### config.mk
export PLATFORM = sky130hd
export DESIGN_NAME = sdram_avmm_arbiter
export DESIGN_NICKNAME = d
export VERILOG_FILES = /design/src/rtl/sdram_avmm_arbiter.sv
export SDC_FILE = /design/constraint.sdc
export NUM_CORES = 1
export LEC_CHECK = 0
export ABC_CLOCK_PERIOD_IN_PS = 2100
export CAP_MARGIN = 5
export CELL_PAD_IN_SITES_DETAIL_PLACEMENT = 0
export CELL_PAD_IN_SITES_GLOBAL_PLACEMENT = 1
export CORE_ASPECT_RATIO = 0.8
export CORE_MARGIN = 10
export CORE_UTILIZATION = 14
export DETAILED_ROUTE_END_ITERATION = 7
export PLACE_DENSITY_LB_ADDON = 0.1
export SLEW_MARGIN = 40
export SYNTH_ARGS = -nofsm -noshare
export SYNTH_HDL_FRONTEND = slang
export SYNTH_SLANG_ARGS = --single-unit
export TNS_END_PERCENT = 100
### constraint.sdc
create_clock -name clk_riscv -period 2.1 [get_ports clk_riscv]
set_input_delay 0.21 -clock clk_riscv [delete_from_list [all_inputs] [get_ports clk_riscv]]
set_output_delay 0.21 -clock clk_riscv [all_outputs]
set_load 0.01 [all_outputs]
### src/rtl/sdram_avmm_arbiter.sv
// Round-robin two-master Avalon-MM arbiter in front of one SDRAM slave. The command and response paths add no cycles.
// The grant is held while the slave stalls. Reads are held back while MAX_PEND reads are outstanding. Writes are never held back.
module sdram_avmm_arbiter #(
  parameter int ADDR_W   = 24,
  parameter int DATA_W   = 32,
  parameter int MAX_PEND = 4,
  localparam int BE_W    = DATA_W / 8
) (
  input  logic              clk_riscv,
  input  logic              reset,
  input  logic [ADDR_W-1:0] m0_address,
  input  logic              m0_read,
  input  logic              m0_write,
  input  logic [DATA_W-1:0] m0_writedata,
  input  logic [BE_W-1:0]   m0_byteenable,
  output logic              m0_waitrequest,
  output logic [DATA_W-1:0] m0_readdata,
  output logic              m0_readdatavalid,
  input  logic [ADDR_W-1:0] m1_address,
  input  logic              m1_read,
  input  logic              m1_write,
  input  logic [DATA_W-1:0] m1_writedata,
  input  logic [BE_W-1:0]   m1_byteenable,
  output logic              m1_waitrequest,
  output logic [DATA_W-1:0] m1_readdata,
  output logic              m1_readdatavalid,
  output logic [ADDR_W-1:0] s_address,
  output logic              s_read,
  output logic              s_write,
  output logic [DATA_W-1:0] s_writedata,
  output logic [BE_W-1:0]   s_byteenable,
  input  logic              s_waitrequest,
  input  logic [DATA_W-1:0] s_readdata,
  input  logic              s_readdatavalid,
  output logic              rsp_err
);

  localparam int PW = $clog2(MAX_PEND);
  localparam int CW = $clog2(MAX_PEND + 1);

  typedef enum logic {ST_IDLE, ST_LOCKED} state_t;

  state_t        state_q;
  logic          lock_own_q;
  logic          last_grant_q;
  logic          rsp_err_q;
  logic [CW-1:0] pend_cnt_q;
  logic [PW-1:0] wp_q;
  logic [PW-1:0] rp_q;
  logic          ids_q [MAX_PEND];

  logic req0, req1, owner, own_req, own_wr, own_rd;
  logic fifo_full, fifo_empty, head, accept, push, pop;

  always_comb begin
    req0 = m0_read | m0_write;
    req1 = m1_read | m1_write;
    owner = 1'b0;
    if (state_q == ST_LOCKED) begin
      owner = lock_own_q;
    end else if (req0 && req1) begin
      owner = ~last_grant_q;
    end else begin
      owner = req1;
    end
    own_req = owner ? req1 : req0;
    // A simultaneous read+write is treated as a write.
    own_wr  = owner ? m1_write : m0_write;
    own_rd  = own_req & ~own_wr;

    fifo_full  = (pend_cnt_q == CW'(MAX_PEND));
    fifo_empty = (pend_cnt_q == '0);
    head       = ids_q[rp_q];

    s_write      = ~reset & own_req & own_wr;
    s_read       = ~reset & own_rd & ~fifo_full;
    s_address    = reset ? '0 : (owner ? m1_address : m0_address);
    s_writedata  = reset ? '0 : (owner ? m1_writedata : m0_writedata);
    s_byteenable = reset ? '0 : (owner ? m1_byteenable : m0_byteenable);

    accept         = (s_read | s_write) & ~s_waitrequest;
    m0_waitrequest = ~(accept & ~owner);
    m1_waitrequest = ~(accept & owner);

    push = s_read & ~s_waitrequest;
    pop  = ~reset & s_readdatavalid & ~fifo_empty;

    m0_readdata      = s_readdata;
    m1_readdata      = s_readdata;
    m0_readdatavalid = pop & ~head;
    m1_readdatavalid = pop & head;
    rsp_err          = rsp_err_q;
  end

  always_ff @(posedge clk_riscv) begin
    if (reset) begin
      state_q      <= ST_IDLE;
      lock_own_q   <= 1'b0;
      last_grant_q <= 1'b1;
      rsp_err_q    <= 1'b0;
      pend_cnt_q   <= '0;
      wp_q         <= '0;
      rp_q         <= '0;
    end else begin
      case (state_q)
        ST_IDLE: begin
          if (own_req && !accept) begin
            state_q    <= ST_LOCKED;
            lock_own_q <= owner;
          end
        end
        default: begin
          // Falling back to IDLE on a withdrawn request keeps a misbehaving master from wedging the port.
          if (accept || !own_req) begin
            state_q <= ST_IDLE;
          end
        end
      endcase

      if (accept) begin
        last_grant_q <= owner;
      end

      if (push) begin
        ids_q[wp_q] <= owner;
        wp_q        <= wp_q + PW'(1);
      end
      if (pop) begin
        rp_q <= rp_q + PW'(1);
      end
      case ({push, pop})
        2'b10:   pend_cnt_q <= pend_cnt_q + CW'(1);
        2'b01:   pend_cnt_q <= pend_cnt_q - CW'(1);
        default: pend_cnt_q <= pend_cnt_q;
      endcase

      if (s_readdatavalid && fifo_empty) begin
        rsp_err_q <= 1'b1;
      end
    end
  end

endmodule

==> impl_metrics.yaml <==
outcome:
  status: "complete, but fails checks"
  failed_checks: "negative setup slack"
finish:
  fin_cells: 726
  fin_nets: 678
  regArea_um2: 389
  post-route-util: 0.276
  diodes: 0
  area_delta_synth_final_pct: 91.4
  fillers: 1784
  drive_above_1_share: 0.213
  multiInputGateArea_mm2: 0.00137
logic_synthesis:
  syn_inst: 362
  syn_nets: 528
  synth_flop_cell: "dfxtp_1"
  synth_top_area_share: 0.229
  yosysUniqueCellTypes: 43
  synthMostInstantiatedCell: "nand2_1"
  yosys-top-cells-count: "nand2_1 (124), buf_4 (70), a21oi_1 (64), dfxtp_1 (13), nor2_1 (13)"
  synthArstFlopShare: 0
  synth_area_leaders: "buf_4 (23%), nand2_1 (20%), a21oi_1 (14%), dfxtp_1 (11%), edfxtp_1 (5.2%)"
  avgSynthCellArea_um2: 6.34
  yosysTopAreaCell: "buf_4"
  synth_seq_area_share: 0.166
  synth_area_mm2: 0.00230
  yosysWarningCount: 0
  synth_seq_cells: 17
  synth_edf_count: 4
grt:
  grt.total_usage: 0.102
  grt_pass1_wl_um: 18200
  met2_usage: 0.167
  grt_start_max_net_pins: 53
  first_global_vias: 3152
  grt_use_met3: 0.0468
  gr-usage-met1: 0.122
  overflow: 0
  antenna_found_initial: 0
  grt.busiest_layer: "met2"
worst_setup_path:
  reg2reg_depth: 11
  worstSetupStartpointType: "flop"
  path_class: "reg2reg"
  r2r-end: "pend_cnt_q[2]$_SDFFE_PP0P_"
  cp-end-kind: "flop"
  critPathRequiredTime_ps: 2290
  worstSetupStartpoint: "state_q$_SDFF_PP0_"
  critPathMaxFanout: 8
  r2r_slack_ps: -60
  r2r-start: "state_q$_SDFF_PP0_"
  crit_arrival_ps: 2340
clock_tree:
  cts_made_buffers: 3
  clk_latency_ps: 250
  clock_sinks: 17
  cts.htree.levels: 1
  clk_pin_slew_ps: 50
  cts_buffer_depth: 2
  cts_tree: "yes"
  clockRootBuffer: "clkbuf_16"
power_and_ir_drop:
  p_per_area_mw_per_mm2: 425
  power_leakage_nw: 1.83
  irDropWorstVdd_mv: 0.302
timing:
  worst_slew_pin_slew_ps: 352
  slew_headroom: 0.764
  drv_slew: 0
  period_needed_ps: 2160
  timing.fmax_mhz: 464
  finalCritPeriodShare: 1.03
  rsz0062_at_grt: "true"
  fin_skew_ps: 8.27
  setup_viol: 2
  final-hold-violation-count: 0
  setup_ws_ps: -57.2
worst_hold_path:
  hold_path_end: "m0_readdata[27]"
  min_path_cells: 0
  holdCritPathClass: "in2out"
  hp-start: "s_readdata[27]"
placed_design:
  port_buffers: 194
  gp_congestion: 0.729
  dp.cells: 712
  dp.final_hpwl_um: 9150
die:
  rows: 41
  die-area_mm2: 0.0220
  dieWidth_um: 163
  start_util: 0.144
  pin_count: 291
  fp.dieH_um: 135
  coreArea_mm2: 0.0159
route:
  drcViolationCount: 0
  ant_nets: 0
  firstDrtPassIters: 4
  vias: 2852
  detail_route.iter0.violations: 148
  avgRoutedWirePerCell_um: 16.3
  routed_via_density: 3.93
  wirelength_um: 11800
run:
  drv_cap: 0
-- critical path: stages, from the launching register on --
cell and delay [ps]:
dfxtp_4 400, nand3b_1 170, a31oi_4 110, o21ai_2 170, nor2_2 60, inv_1 60, ha_2 180, inv_2 40
fa_2 330, xor2_1 150, or3_1 320, a21oi_2 110
-- worst max path at each step --
stage               cells past startpoint  slack [ps]                          to
floorplan                              11          10  pend_cnt_q[2]$_SDFFE_PP0P_
global placement                       12        -460  pend_cnt_q[2]$_SDFFE_PP0P_
detailed placement                      9        -480               s_address[15]
CTS                                    11         -40  pend_cnt_q[2]$_SDFFE_PP0P_
global route                           11        -180  pend_cnt_q[2]$_SDFFE_PP0P_
finish                                 11         -60  pend_cnt_q[2]$_SDFFE_PP0P_
-- logic make-up (layout without fill, tap and decap cells) --
family / count (synthesis) / count (layout) / synth area share
flops: 17 / 17 / 0.166
xor+xnor: 4 / 4 / 0.0153
buf+inv: 93 / 242 / 0.271
mux: 2 / 2 / 0.0142
fa+ha+maj: 6 / 6 / 0.0360
simple gates: 159 / 159 / 0.288
compound gates: 81 / 81 / 0.210
-- power by group --
part	switching [mW]	internal [mW]	total [mW]
logic	0.497	0.624	1.12
registers	0.0182	0.355	0.373
clock network	0.116	0.257	0.373
total	0.630	1.24	1.87
-- per-layer routing --
| metal | up-vias | part of all wire |
|---|---|---|
| met3 | 21 | 0.11 |
| met5 | - | 0 |
| li1 | 1412 | - |
| met4 | 0 | 0.010 |
| met1 | 1273 | 0.41 |
| met2 | 146 | 0.47 |
-- stage by stage --
stage | setup WS, ps | area (um2) | hold slack (ps) | TNS [ps] | power [mW]
final | -57.2 | 4400 | 420 | -60.4 | 1.87
after global placement | -458 | 4200 | 420 | -25650 | 1.48
after CTS | -44.7 | 4420 | 420 | -44.7 | 1.90
after global routing | -183 | 4400 | 420 | -1210 | 2.02
after detailed placement | -475 | 4200 | 420 | -26580 | 1.47
after floorplan | 11.7 | 2320 | 351 | 0 | 0.929
-- repair_timing --
action | 4_1_cts | 5_1_grt
setup endpoints to repair | 68 | 42
pin swaps | 8 | 9
cloned | 3 | 0
hold buffers | 0 | 0
buffers inserted | 5 | 2
resized for setup | 151 | 38
-- area by class of cell --
type	count	area share
inverter	8	0.00968
timing repair buffer	230	0.512
clock buffer	4	0.0179
sequential	17	0.0885
tap	215	0.0612
multi-input combinational	252	0.311
-- layout by cell type (no fill, tap or decap), types with 2 or more instances in the layout --
| master | n |
|---|---|
| clkbuf_2 | 14 |
| bufbuf_16 | 2 |
| or3_1 | 2 |
| dfxtp_4 | 2 |
| o21ai_2 | 2 |
| buf_4 | 24 |
| clkbuf_16 | 3 |
| edfxtp_1 | 4 |
| or2_4 | 2 |
| buf_12 | 6 |
| nand2_1 | 124 |
| o21ai_0 | 3 |
| clkdlybuf4s15_1 | 6 |
| nor2_1 | 12 |
| ha_1 | 4 |
| clkdlybuf4s50_1 | 125 |
| buf_6 | 2 |
| dfxtp_1 | 10 |
| inv_1 | 6 |
| clkdlybuf4s15_2 | 18 |
| and3_1 | 4 |
| nand3_1 | 3 |
| dlygate4sd2_1 | 21 |
| a21oi_1 | 63 |
| xor2_1 | 3 |
| buf_2 | 10 |
(Power assumes the default switching activity.)
